==> config.mk <==
export PLATFORM = sky130hd
export DESIGN_NAME = apb_arb_sched
export DESIGN_NICKNAME = d
export VERILOG_FILES = /design/src/rtl/apb_arb_sched.sv
export SDC_FILE = /design/constraint.sdc
export NUM_CORES = 1
export LEC_CHECK = 0
export CELL_PAD_IN_SITES_DETAIL_PLACEMENT = 0
export CELL_PAD_IN_SITES_GLOBAL_PLACEMENT = 1
export CORE_MARGIN = 1.5
export CORE_UTILIZATION = 43
export CTS_CLUSTER_DIAMETER = 40
export DETAILED_ROUTE_END_ITERATION = 7
export GPL_TIMING_DRIVEN = 0
export MAX_ROUTING_LAYER = met4
export PLACE_DENSITY = 0.86
export SLEW_MARGIN = 20
export SYNTH_ARGS = -nofsm -noshare
export SYNTH_HDL_FRONTEND = slang
export SYNTH_SLANG_ARGS = --single-unit
==> constraint.sdc <==
create_clock -name PCLK -period 4.2 [get_ports PCLK]
set_input_delay 0.84 -clock PCLK [delete_from_list [all_inputs] [get_ports PCLK]]
set_output_delay 0.84 -clock PCLK [all_outputs]
set_load 0.01 [all_outputs]
==> src/rtl/apb_arb_sched.sv <==
// Grant scheduler for the shared APB slave port. Two priority levels with
// round-robin inside each level, a bounded high-priority burst so low-priority
// masters are not starved, and a per-transfer watchdog that aborts a grant
// whose slave never completes.
module apb_arb_sched #(
  parameter int unsigned NUM_REQ        = 16,
  parameter int unsigned MAX_HP_BURST   = 4,
  parameter int unsigned TIMEOUT_CYCLES = 256,
  parameter int unsigned CNT_WIDTH      = 8
) (
  input  logic                       PCLK,
  input  logic                       PRESETn,
  input  logic [NUM_REQ-1:0]         req_i,
  input  logic [NUM_REQ-1:0]         hp_mask_i,
  input  logic                       done_i,
  output logic [NUM_REQ-1:0]         gnt_o,
  output logic [$clog2(NUM_REQ)-1:0] gnt_idx_o,
  output logic                       busy_o,
  output logic                       timeout_o,
  output logic [$clog2(NUM_REQ)-1:0] timeout_idx_o,
  output logic [CNT_WIDTH-1:0]       timeout_cnt_o
);

  localparam int unsigned IdxW   = $clog2(NUM_REQ);
  localparam int unsigned BurstW = $clog2(MAX_HP_BURST + 1);
  localparam int unsigned WdW    = (TIMEOUT_CYCLES > 1) ? $clog2(TIMEOUT_CYCLES) : 1;

  localparam logic [IdxW-1:0]   LastIdx  = IdxW'(NUM_REQ - 1);
  localparam logic [BurstW-1:0] BurstMax = BurstW'(MAX_HP_BURST);
  // Only meaningful when the watchdog is enabled.
  localparam logic [WdW-1:0]    WdLast   = WdW'(TIMEOUT_CYCLES - 1);
  localparam bit                WdEn     = (TIMEOUT_CYCLES != 0);

  typedef enum logic [0:0] {StIdle, StGrant} state_e;

  state_e              state_q, state_d;
  logic [NUM_REQ-1:0]  gnt_q, gnt_d;
  logic [IdxW-1:0]     gnt_idx_q, gnt_idx_d;
  logic [IdxW-1:0]     hp_ptr_q, hp_ptr_d;
  logic [IdxW-1:0]     lp_ptr_q, lp_ptr_d;
  logic [BurstW-1:0]   burst_q, burst_d;
  logic [WdW-1:0]      wd_q, wd_d;
  logic                to_q, to_d;
  logic [IdxW-1:0]     to_idx_q, to_idx_d;
  logic [CNT_WIDTH-1:0] to_cnt_q, to_cnt_d;

  logic [NUM_REQ-1:0]  h_vec, l_vec;
  logic                pick_low;
  logic [IdxW-1:0]     win_h, win_l, win, win_next;
  logic                wd_expire;

  // First set bit at or after ptr, wrapping; lowest set bit if none above ptr.
  function automatic logic [IdxW-1:0] rr_pick(input logic [NUM_REQ-1:0] vec,
                                              input logic [IdxW-1:0]    ptr);
    logic [IdxW-1:0] first_any;
    logic [IdxW-1:0] first_hi;
    logic            hi_found;
    first_any = '0;
    first_hi  = '0;
    hi_found  = 1'b0;
    for (int k = int'(NUM_REQ) - 1; k >= 0; k--) begin
      if (vec[k]) begin
        first_any = IdxW'(k);
        if (k >= int'(ptr)) begin
          first_hi = IdxW'(k);
          hi_found = 1'b1;
        end
      end
    end
    return hi_found ? first_hi : first_any;
  endfunction

  // Level selection and winner for the current request snapshot.
  always_comb begin
    h_vec    = req_i & hp_mask_i;
    l_vec    = req_i & ~hp_mask_i;
    pick_low = (l_vec != '0) && ((h_vec == '0) || (burst_q == BurstMax));
    win_h    = rr_pick(h_vec, hp_ptr_q);
    win_l    = rr_pick(l_vec, lp_ptr_q);
    win      = pick_low ? win_l : win_h;
    win_next = (win == LastIdx) ? '0 : win + 1'b1;
    wd_expire = WdEn && (state_q == StGrant) && !done_i && (wd_q == WdLast);
  end

  // State register.
  always_ff @(posedge PCLK or negedge PRESETn) begin
    if (!PRESETn) begin
      state_q <= StIdle;
    end else begin
      state_q <= state_d;
    end
  end

  // Next-state: grant on any request, release on done or watchdog expiry.
  always_comb begin
    state_d = state_q;
    case (state_q)
      StIdle:  if (|req_i) state_d = StGrant;
      StGrant: if (done_i || wd_expire) state_d = StIdle;
      default: state_d = StIdle;
    endcase
  end

  // FSM outputs; everything is driven straight from registers.
  always_comb begin
    busy_o        = (state_q == StGrant);
    gnt_o         = gnt_q;
    gnt_idx_o     = gnt_idx_q;
    timeout_o     = to_q;
    timeout_idx_o = to_idx_q;
    timeout_cnt_o = to_cnt_q;
  end

  // Datapath next-state: grant load, pointers, burst count, watchdog, abort record.
  always_comb begin
    gnt_d     = gnt_q;
    gnt_idx_d = gnt_idx_q;
    hp_ptr_d  = hp_ptr_q;
    lp_ptr_d  = lp_ptr_q;
    burst_d   = burst_q;
    wd_d      = wd_q;
    to_d      = 1'b0;
    to_idx_d  = to_idx_q;
    to_cnt_d  = to_cnt_q;
    if (state_q == StIdle) begin
      if (|req_i) begin
        gnt_d     = {{(NUM_REQ-1){1'b0}}, 1'b1} << win;
        gnt_idx_d = win;
        wd_d      = '0;
        if (pick_low) begin
          lp_ptr_d = win_next;
          burst_d  = '0;
        end else begin
          hp_ptr_d = win_next;
          // Burst only accrues while some low-priority master is waiting.
          if (l_vec == '0) begin
            burst_d = '0;
          end else if (burst_q != BurstMax) begin
            burst_d = burst_q + 1'b1;
          end
        end
      end
    end else begin
      if (done_i) begin
        gnt_d     = '0;
        gnt_idx_d = '0;
      end else if (wd_expire) begin
        gnt_d     = '0;
        gnt_idx_d = '0;
        to_d      = 1'b1;
        to_idx_d  = gnt_idx_q;
        if (to_cnt_q != '1) to_cnt_d = to_cnt_q + 1'b1;
      end else if (WdEn) begin
        wd_d = wd_q + 1'b1;
      end
    end
  end

  // Datapath registers.
  always_ff @(posedge PCLK or negedge PRESETn) begin
    if (!PRESETn) begin
      gnt_q     <= '0;
      gnt_idx_q <= '0;
      hp_ptr_q  <= '0;
      lp_ptr_q  <= '0;
      burst_q   <= '0;
      wd_q      <= '0;
      to_q      <= 1'b0;
      to_idx_q  <= '0;
      to_cnt_q  <= '0;
    end else begin
      gnt_q     <= gnt_d;
      gnt_idx_q <= gnt_idx_d;
      hp_ptr_q  <= hp_ptr_d;
      lp_ptr_q  <= lp_ptr_d;
      burst_q   <= burst_d;
      wd_q      <= wd_d;
      to_q      <= to_d;
      to_idx_q  <= to_idx_d;
      to_cnt_q  <= to_cnt_d;
    end
  end

endmodule

* Word-level counts from Yosys, hierarchy flattened
Cells that the tools add are included.
Storage, ports and cells: flip-flop bits (word level) 53, input bits 35, output and inout port bits 34, word-level logic and storage cells 257
Operators by class: add/subtract/negate cells 4, magnitude comparators 30, equality and inequality tests 8, shift-type cells 1, muxes and demuxes 179, bitwise gates (word level) 6, reductions and logical operators 19
Operator list (number):
- $mux 4 | 100
- $mux 1 | 67
- $mux 16 | 4
- $ge 4x4->1 const A | 14
- $and 16x16->16 | 2
- $ge 3x4->1 const A | 8
- $logic_not 16->1 | 2
- $mux 8 | 4
- $add 8x1->8 const B | 2
- $ge 1x4->1 const A | 4
- $ge 2x4->1 const A | 4
- $not 16->16 | 1
- $reduce_bool 16->1 | 1
- $reduce_or 16->1 | 1
- $shl 1x4->16 const A | 1
- $reduce_and 3->1 | 5
- $mux 3 | 3
- $eq 8x8->1 const B | 1
- $ne 8x8->1 const B | 1
- $add 4x1->4 const B | 1
- $eq 4x4->1 const B | 1
- $ne 2x2->1 const B | 2
- $reduce_and 4->1 | 1
- $add 3x1->3 const B | 1
- other kinds (11) | 16

* Longest topological paths before layout
Gate-level depths: netlist (run 1).
word-level depth 38, depth in mapped cells 13, depth with buffers taken out 11

* Worst setup path before layout (run 1)
Ideal clock, no wire load.
path type input-to-reg, start in hp_mask_i[4], end reg hp_ptr_q[3], library setup time 0.135 ns, arrival 3.028 ns, required time 4.065 ns, slack 1.037 ns, stages 11, buffers on the path 0, path through and2b_1 -> nor2_1 -> a311o_1 -> a31o_1 -> a31o_1 -> o221a_2 -> nor2_4 -> ha_1 -> and2b_1 -> mux2i_1 -> a32oi_1
On the way: word-level cells in the longest chain between the ends 15, elaborated cells between the ends (all ways) 61, those cells by class add/sub: 1; eq/ne: 1; mux: 50; bitwise: 4; reduce/logical: 5
RTL lines:
- start, declared | RTL line 14 | input logic [NUM_REQ-1:0] hp_mask_i,
- $not 16->16 | RTL line 76 | l_vec = req_i & ~hp_mask_i;
- $and 16x16->16 | RTL line 76
- $mux 4 / $mux 1 (equally long branches) | RTL line 62 | if (vec[k]) begin
- $mux 4 / $mux 1 (equally long branches) | RTL line 64 | if (k >= int'(ptr)) begin
- $mux 4 / $mux 1 (equally long branches) | RTL line 62
- $mux 4 / $mux 1 (equally long branches) | RTL line 64
- $mux 4 / $mux 1 (equally long branches) | RTL line 62
- $mux 4 / $mux 1 (equally long branches) | RTL line 64
- $mux 4 / $mux 1 (equally long branches) | RTL line 62
- $mux 4 / $mux 1 (equally long branches) | RTL line 64
- $mux 4 / $mux 1 (equally long branches) | RTL line 62
- $mux 4 | RTL line 70 | return hi_found ? first_hi : first_any;
- $mux 4 | RTL line 80 | win = pick_low ? win_l : win_h;
- $add 4x1->4 / $eq 4x4->1 (equally long branches) | RTL line 81 | win_next = (win == LastIdx) ? '0 : win + 1'b1;
- $mux 4 | RTL line 81
- end signal, assigned | RTL line 174 | hp_ptr_q <= hp_ptr_d;
- end, declared | RTL line 39 | logic [IdxW-1:0] hp_ptr_q, hp_ptr_d;
Parallel ways exist; a longest one is shown, timed or not. A chain may end at the register's enable or synchronous reset.

* Worst setup path in the final report (run 1)
start in req_i[10], end reg hp_ptr_q[3]
On the way: word-level cells in the longest chain between the ends 26, elaborated cells between the ends (all ways) 121, those cells by class add/sub: 1; eq/ne: 1; mux: 110; bitwise: 3; reduce/logical: 6
RTL lines:
- start, declared | RTL line 13 | input logic [NUM_REQ-1:0] req_i,
- $and 16x16->16 (on tied branches) | RTL line 75, 76
- $mux 4 / $mux 1 (equally long branches) | RTL line 62
- $mux 4 / $mux 1 (equally long branches) | RTL line 64
- $mux 4 / $mux 1 (equally long branches) | RTL line 62
- $mux 4 / $mux 1 (equally long branches) | RTL line 64
- $mux 4 / $mux 1 (equally long branches) | RTL line 62
- $mux 4 / $mux 1 (equally long branches) | RTL line 64
- $mux 4 / $mux 1 (equally long branches) | RTL line 62
- [10 not listed]
- $mux 4 / $mux 1 (equally long branches) | RTL line 64
- $mux 4 / $mux 1 (equally long branches) | RTL line 62
- $mux 4 / $mux 1 (equally long branches) | RTL line 64
- $mux 4 / $mux 1 (equally long branches) | RTL line 62
- $mux 4 | RTL line 70
- $mux 4 | RTL line 80
- $add 4x1->4 / $eq 4x4->1 (equally long branches) | RTL line 81
- $mux 4 | RTL line 81
Parallel ways exist; a longest one is shown, timed or not.

==> results of run 1 <==
==> sequential cells by signal (all words and copies together), names as in the netlist <==
| register | flops |
|---|---|
| hp_ptr_q | 4 |
| burst_q | 3 |
| gnt_o | 16 |
| lp_ptr_q | 4 |
| timeout_o | 1 |
| gnt_idx_o | 4 |
| timeout_idx_o | 4 |
| busy_o | 1 |
| wd_q | 8 |
| timeout_cnt_o | 8 |
==> per-stage QoR <==
step	util, %	cells
final	55.33	640
after global routing	55.33	640
after CTS	55.26	640
after detailed placement	54.16	632
after global placement	53.99	631
after floorplan	-	456
==> cells in the final DEF (no fill, tap or decap), types with 5 or more instances in the layout <==
master,Yosys,final
mux2_2,7,7
ha_1,10,10
nand2_1,68,68
inv_1,14,14
clkbuf_8,0,6
and2b_1,6,6
buf_2,4,5
nor2b_1,8,8
a22o_1,15,15
nor2_1,24,24
clkbuf_1,8,8
nand4_1,14,14
nor3_1,5,5
dfrtp_1,53,53
nand2b_1,13,13
nand3_1,14,14
clkdlybuf4s50_1,0,66
o21ai_0,34,34
and2_1,9,9
a21oi_1,13,13
xor2_1,6,6
o211ai_1,6,6
a31oi_1,8,8
a22oi_1,7,7
nor4_1,7,6
==> worst min-delay path by stage <==
stage	end	from	depth (start not counted)	slack, ns
CTS	gnt_o[2]	PRESETn	1	0.47
global route	lp_ptr_q[3]	PRESETn	1	0.49
finish	gnt_o[14]	PRESETn	1	0.46
global placement	gnt_o[1]	gnt_o[1]	2	0.46
floorplan	burst_q[2]	burst_q[2]	1	0.46
detailed placement	gnt_o[10]	gnt_o[10]	2	0.48
==> routing by layer <==
metal / global-route usage, % / vias up / wire length [µm]
met1: 35.01 / 1888 / 5461
met2: 36.13 / 134 / 5016
li1: - / 1858 / -
met3: 2.624 / 12 / 551
met4: 5.055 / 0 / 123
met5: - / - / 0
==> final cells by class <==
class | instances | area, µm²
Fill cell | 824 | 3934
Multi-Input combinational cell | 372 | 2492
Sequential cell | 53 | 1326
Timing Repair Buffer | 68 | 685.7
Tap cell | 108 | 135.1
Clock buffer | 6 | 82.58
Buffer | 15 | 76.32
Inverter | 16 | 60.06
Clock inverter | 2 | 13.76
==> power groups by stage <==
stage	Sequential (mW)	Clock (mW)	Combinational, mW
after floorplan	0.766	0	0.972
after global placement	0.758	0	1.47
after detailed placement	0.763	0	1.48
after CTS	0.753	0.305	1.49
after global routing	0.774	0.324	1.65
final	0.753	0.300	1.50
==> cell families (layout without fill, tap and decap cells) <==
logic type,Yosys count,in the layout
DFF,53,53
muxes,9,9
xor gates and xnor gates,10,10
adders and majority gates,10,10
buffers and inverters,31,107
and+or+nand+nor,201,201
AOI/OAI and AO/OA,142,142
==> repair_timing <==
action / 4_1_cts / 5_1_grt
resized for setup: 0 / 1
setup endpoints to repair: 0 / 1
endpoints found under the hold margin: 0 / 0
==> flow_summary.toml, run 1 <==
[run_status]
outcome = "finished, violations left"
violations = "DRC"

[synth]
synth-compound-area-share_pct = 27.03
synth_top_area_share_pct = 33.59
syn-instance-count = 456
synth_top_area_cell = "dfrtp_1"
synthAdderAreaFrac_pct = 3.169
synth.area.mux_share_pct = 2.630
ys_types = 77
syn_area_mm2 = 0.003949
ys_top_cells_by_area = "dfrtp_1 34%, nand2_1 6.5%, o21ai_0 4.3%"
syn-num-nets = 501
synth_simple_gate_area_share_pct = 27.92
synth_top_family_by_area = "simple AND/OR/NAND/NOR gates"
synthArstFlopShare_pct = 100.0
synth_edf_count = 0
syn_avg_cell_area_um2 = 8.660
synth_xor_area_share_pct = 2.218
synth.ff_latch_count = 53
ys_dominant_reg_cell = "dfrtp_1"
synth_most_common_cell = "nand2_1"
ys_seq_area_share_pct = 33.59
synthTopCellsByCount = "68 x nand2_1, 53 x dfrtp_1, 34 x o21ai_0"
ys_warn_count = 0

[sta]
fin_worst_skew_ns = 0.008277
post-route-min-period_ns = 3.881
rsz0062_at_grt = "false"
layout_setup_ws_ns = 0.3186
whs_ns = 0.4600
tns_ns = 0
timing.final.crit_share_pct = 92.42
relSlewSlack_pct = 52.91
tightest_slew_ns = 0.6999
fmax_mhz = 257.6
hold_viol_final = 0
drv_slew = 0
setup_viol = 0

[clock_tree]
root_buffer = "clkbuf_8"
clk_latency_ns = 0.31
cts.sinks = 53
htree_levels = 2
cts_buffers = 5
cts_tree = "done"
ctsHoldBuffers = 0
post_cts.repair.setup_buffers = 0
cts_buffer_depth = 2
clk_pin_slew_ns = 0.09

[worst_hold_path]
min_path_type = "in -> async"

[worst_setup_path]
cp_num_buf_inv = 1
start_kind = "input pin"
cp.depth = 12
r2r_slack_ns = 0.99
path_delay_family = "simple AND/OR/NAND/NOR gates"
endpoint_kind = "flop"
r2r-end = "hp_ptr_q[3]"
cp-endpoint = "hp_ptr_q[3]"
cpMaxStageDelayCell = "clkdlybuf4s50_1"
crit_path_max_incr_delay_ns = 0.59
crit_fanout = 6
r2r_start = "lp_ptr_q[0]"
worstPathCellList = "clkdlybuf4s50_1, nor2b_1, and3_1, a211oi_2, and2_0, a31o_1, o221a_2, nor2_4, ha_1, and2b_1, mux2i_1, a32oi_1"
crit_type = "in -> reg"
cp-startpoint = "req_i[10]"
crit_arrival_ns = 4.05
ff2ff_path_depth = 11
cp.required_ns = 4.37

[route]
dr.pass1.iters = 7
vias_per_cell = 6.081
wl_per_cell_um = 17.43
drtIter0Drc = 216
drc = 5
wl_um = 11150
vias = 3892
detail-route-antenna-nets = 0

[power_and_ir_drop]
switching_share_pct = 45.29
p_total_mw = 2.553
leakage_nw = 2.018
power-per-cell-area_mw_per_mm2 = 523.9
intPower_mw = 1.396
p_switching_mw = 1.156
clock_power_share_pct = 11.7
seq_power_share_pct = 29.5
p_comb_share_pct = 58.8
vdd_drop_max_mv = 0.2142

[placed_design]
gp_congestion = 0.9772
place_hpwl_um = 9010
placed_area_mm2 = 0.004770
io_buffers = 67
post-place-ws_ns = 0.01544

[finish]
nets = 576
drive_gt1_share_pct = 9.586
stdcell_area_mm2 = 0.004872
areaGrowthSynthToFinish_pct = 23.38
diodes = 0

[global_route]
overflow = 0
grt_max_degree = 35
antenna_found_initial = 0
grt_pass1_wl_um = 18240
grtUsageTotal_pct = 23.99
grt_pass1_vias = 3582

[floorplanning]
die_y_um = 98.83
rows = 34
start_util_pct = 44.84
die-width_um = 98.83
ios = 69
core_area_mm2 = 0.008806
fp.dieArea_mm2 = 0.009767

[job]
maxCapViolCount = 0
Power figures use the tool's default switching activity.
==> run 2, diff against run 1 <==
SLEW_MARGIN = 10   (was 20)
==> flow_summary.toml, run 2 (synthesized netlist as in run 1, its figures left out) <==
[clock_tree]
post_cts.repair.setup_buffers = 0
cts_tree = "done"
root_buffer = "clkbuf_8"
cts_buffers = 5
clk_pin_slew_ns = 0.09
htree_levels = 2
cts.sinks = 53
cts_buffer_depth = 2
clk_latency_ns = 0.30

[global_route]
antenna_found_initial = 0
grt_pass1_wl_um = 18600
grt_max_degree = 38
overflow = 0
grt_pass1_vias = 3641
grtUsageTotal_pct = 24.20

[sta]
drv_slew = 0
timing.final.crit_share_pct = 93.02
fmax_mhz = 256.0
post-route-min-period_ns = 3.907
setup_viol = 0
relSlewSlack_pct = 53.12
hold_viol_final = 0
tightest_slew_ns = 0.6967
fin_worst_skew_ns = 0.005694
rsz0062_at_grt = "false"

[finish]
nets = 576
drive_gt1_share_pct = 9.416
final_cell_mix = "68 x nand2_1, 66 x clkdlybuf4s50_1, 53 x dfrtp_1"
largest_reg_flops = 16
diodes = 0
mostFrequentLayoutCell = "nand2_1"
fill_cells = 836
fin_cells = 639
finish.utilization_pct = 55.41
areaGrowthSynthToFinish_pct = 23.57

[worst_setup_path]
crit_arrival_ns = 4.06
crit_type = "in -> reg"
r2r-end = "hp_ptr_q[3]"
endpoint_kind = "flop"
crit_fanout = 6
cpMaxStageDelayCell = "clkdlybuf4s50_1"
worstPathCellList = "clkdlybuf4s50_1, nor2b_1, and3_1, a211oi_2, and2_0, a31o_1, o221a_2, nor2_4, ha_1, and2b_1, mux2i_1, a32oi_1"
r2r_slack_ns = 0.97
cp-startpoint = "req_i[10]"
ff2ff_path_depth = 11
crit_path_max_incr_delay_ns = 0.59
start_kind = "input pin"
r2r_start = "lp_ptr_q[0]"
cp.required_ns = 4.35
cp-endpoint = "hp_ptr_q[3]"

[run_status]
outcome = "finished, violations left"
violations = "DRC"

[placed_design]
dp_cells = 632
io_buffers = 67
gp_congestion = 0.9772
place_hpwl_um = 9144

[floorplanning]
die-width_um = 98.83
die_y_um = 98.83
core_area_mm2 = 0.008806
start_util_pct = 44.84
ios = 69
fp.dieArea_mm2 = 0.009767
rows = 34

[route]
drt-met1-wl_um = 5600
wl_um = 11130
drtIter0Drc = 234
wl_per_cell_um = 17.42
drc = 5
detail-route-antenna-nets = 0
wl_met2_um = 4973
vias_per_cell = 5.973
maxUsedRoutingLayer = "met4"
dr.pass1.iters = 6
vias = 3817
wl_met3_um = 499

[job]
maxCapViolCount = 0

[power_and_ir_drop]
leakage_nw = 2.021
vdd_drop_max_mv = 0.2420
power-per-cell-area_mw_per_mm2 = 528.2

[worst_hold_path]
min_path_type = "in -> async"
==> run 2: cell count changes in the layout (fill, tap and decap cells not counted), sizes merged <==
cell    before  now
bufinv       0    1
clkinv       2    1
clkbuf      14   13
==> run 2: stage by stage <==
stage               cell area (µm²)  hold WS [ns]  total power [mW]  worst slack (ns)  setup TNS [ns]
finish                         4880        0.4460             2.577            0.2933               0
global route                   4880        0.4658             2.787           0.06904               0
detailed placement             4770        0.4760             2.243          -0.01039        -0.01039
CTS                            4873        0.4532             2.577            0.2850               0
floorplan                      3949        0.4570             1.738             1.037               0
global placement               4755        0.4646             2.224          -0.01495        -0.01495
==> run 2: layout make-up <==
type	instances	area [µm²]	area share, %
Tap cell	108	135.1	2.769
Clock inverter	2	35.03	0.7179
Sequential cell	53	1326	27.18
Clock buffer	5	68.82	1.410
Inverter	16	60.06	1.231
Timing Repair Buffer	68	685.7	14.05
Multi-Input combinational cell	372	2492	51.08
Buffer	15	76.32	1.564
==> run 2: how the worst min path moves through the flow <==
stage | depth (start not counted) | endpoint
final | 1 | gnt_o[14]
after global routing | 1 | gnt_o[14]
after CTS | 1 | gnt_o[14]
after detailed placement | 2 | gnt_o[2]
after global placement | 2 | gnt_o[1]
after floorplan | 1 | burst_q[2]
==> run 2: per-layer routing <==
metal	vias up	GRT usage (%)
met5	-	-
li1	1862	-
met2	100	36.92
met1	1848	35.75
met4	0	2.747
met3	7	2.837
==> run 2: critical path, delay by kind of cell <==
kind,cells,cell delay (ns)
adders and majority gates,1,0.26
and+or+nand+nor,5,1.42
buffers and inverters,1,0.59
muxes,1,0.20
AOI/OAI and AO/OA,4,0.75
==> run 2: report_power, final <==
part	switching, mW	leakage [nW]	total (mW)	internal, mW
combinational	0.875	1.26	1.50	0.622
sequential	0.114	0.707	0.754	0.640
clock	0.153	0.0540	0.326	0.173
total	1.14	2.02	2.58	1.44
==> run 2: what timing repair did <==
action	in CTS	in global routing
endpoints found under the setup margin	0	1
hold buffers	0	0
gates resized for setup	0	1
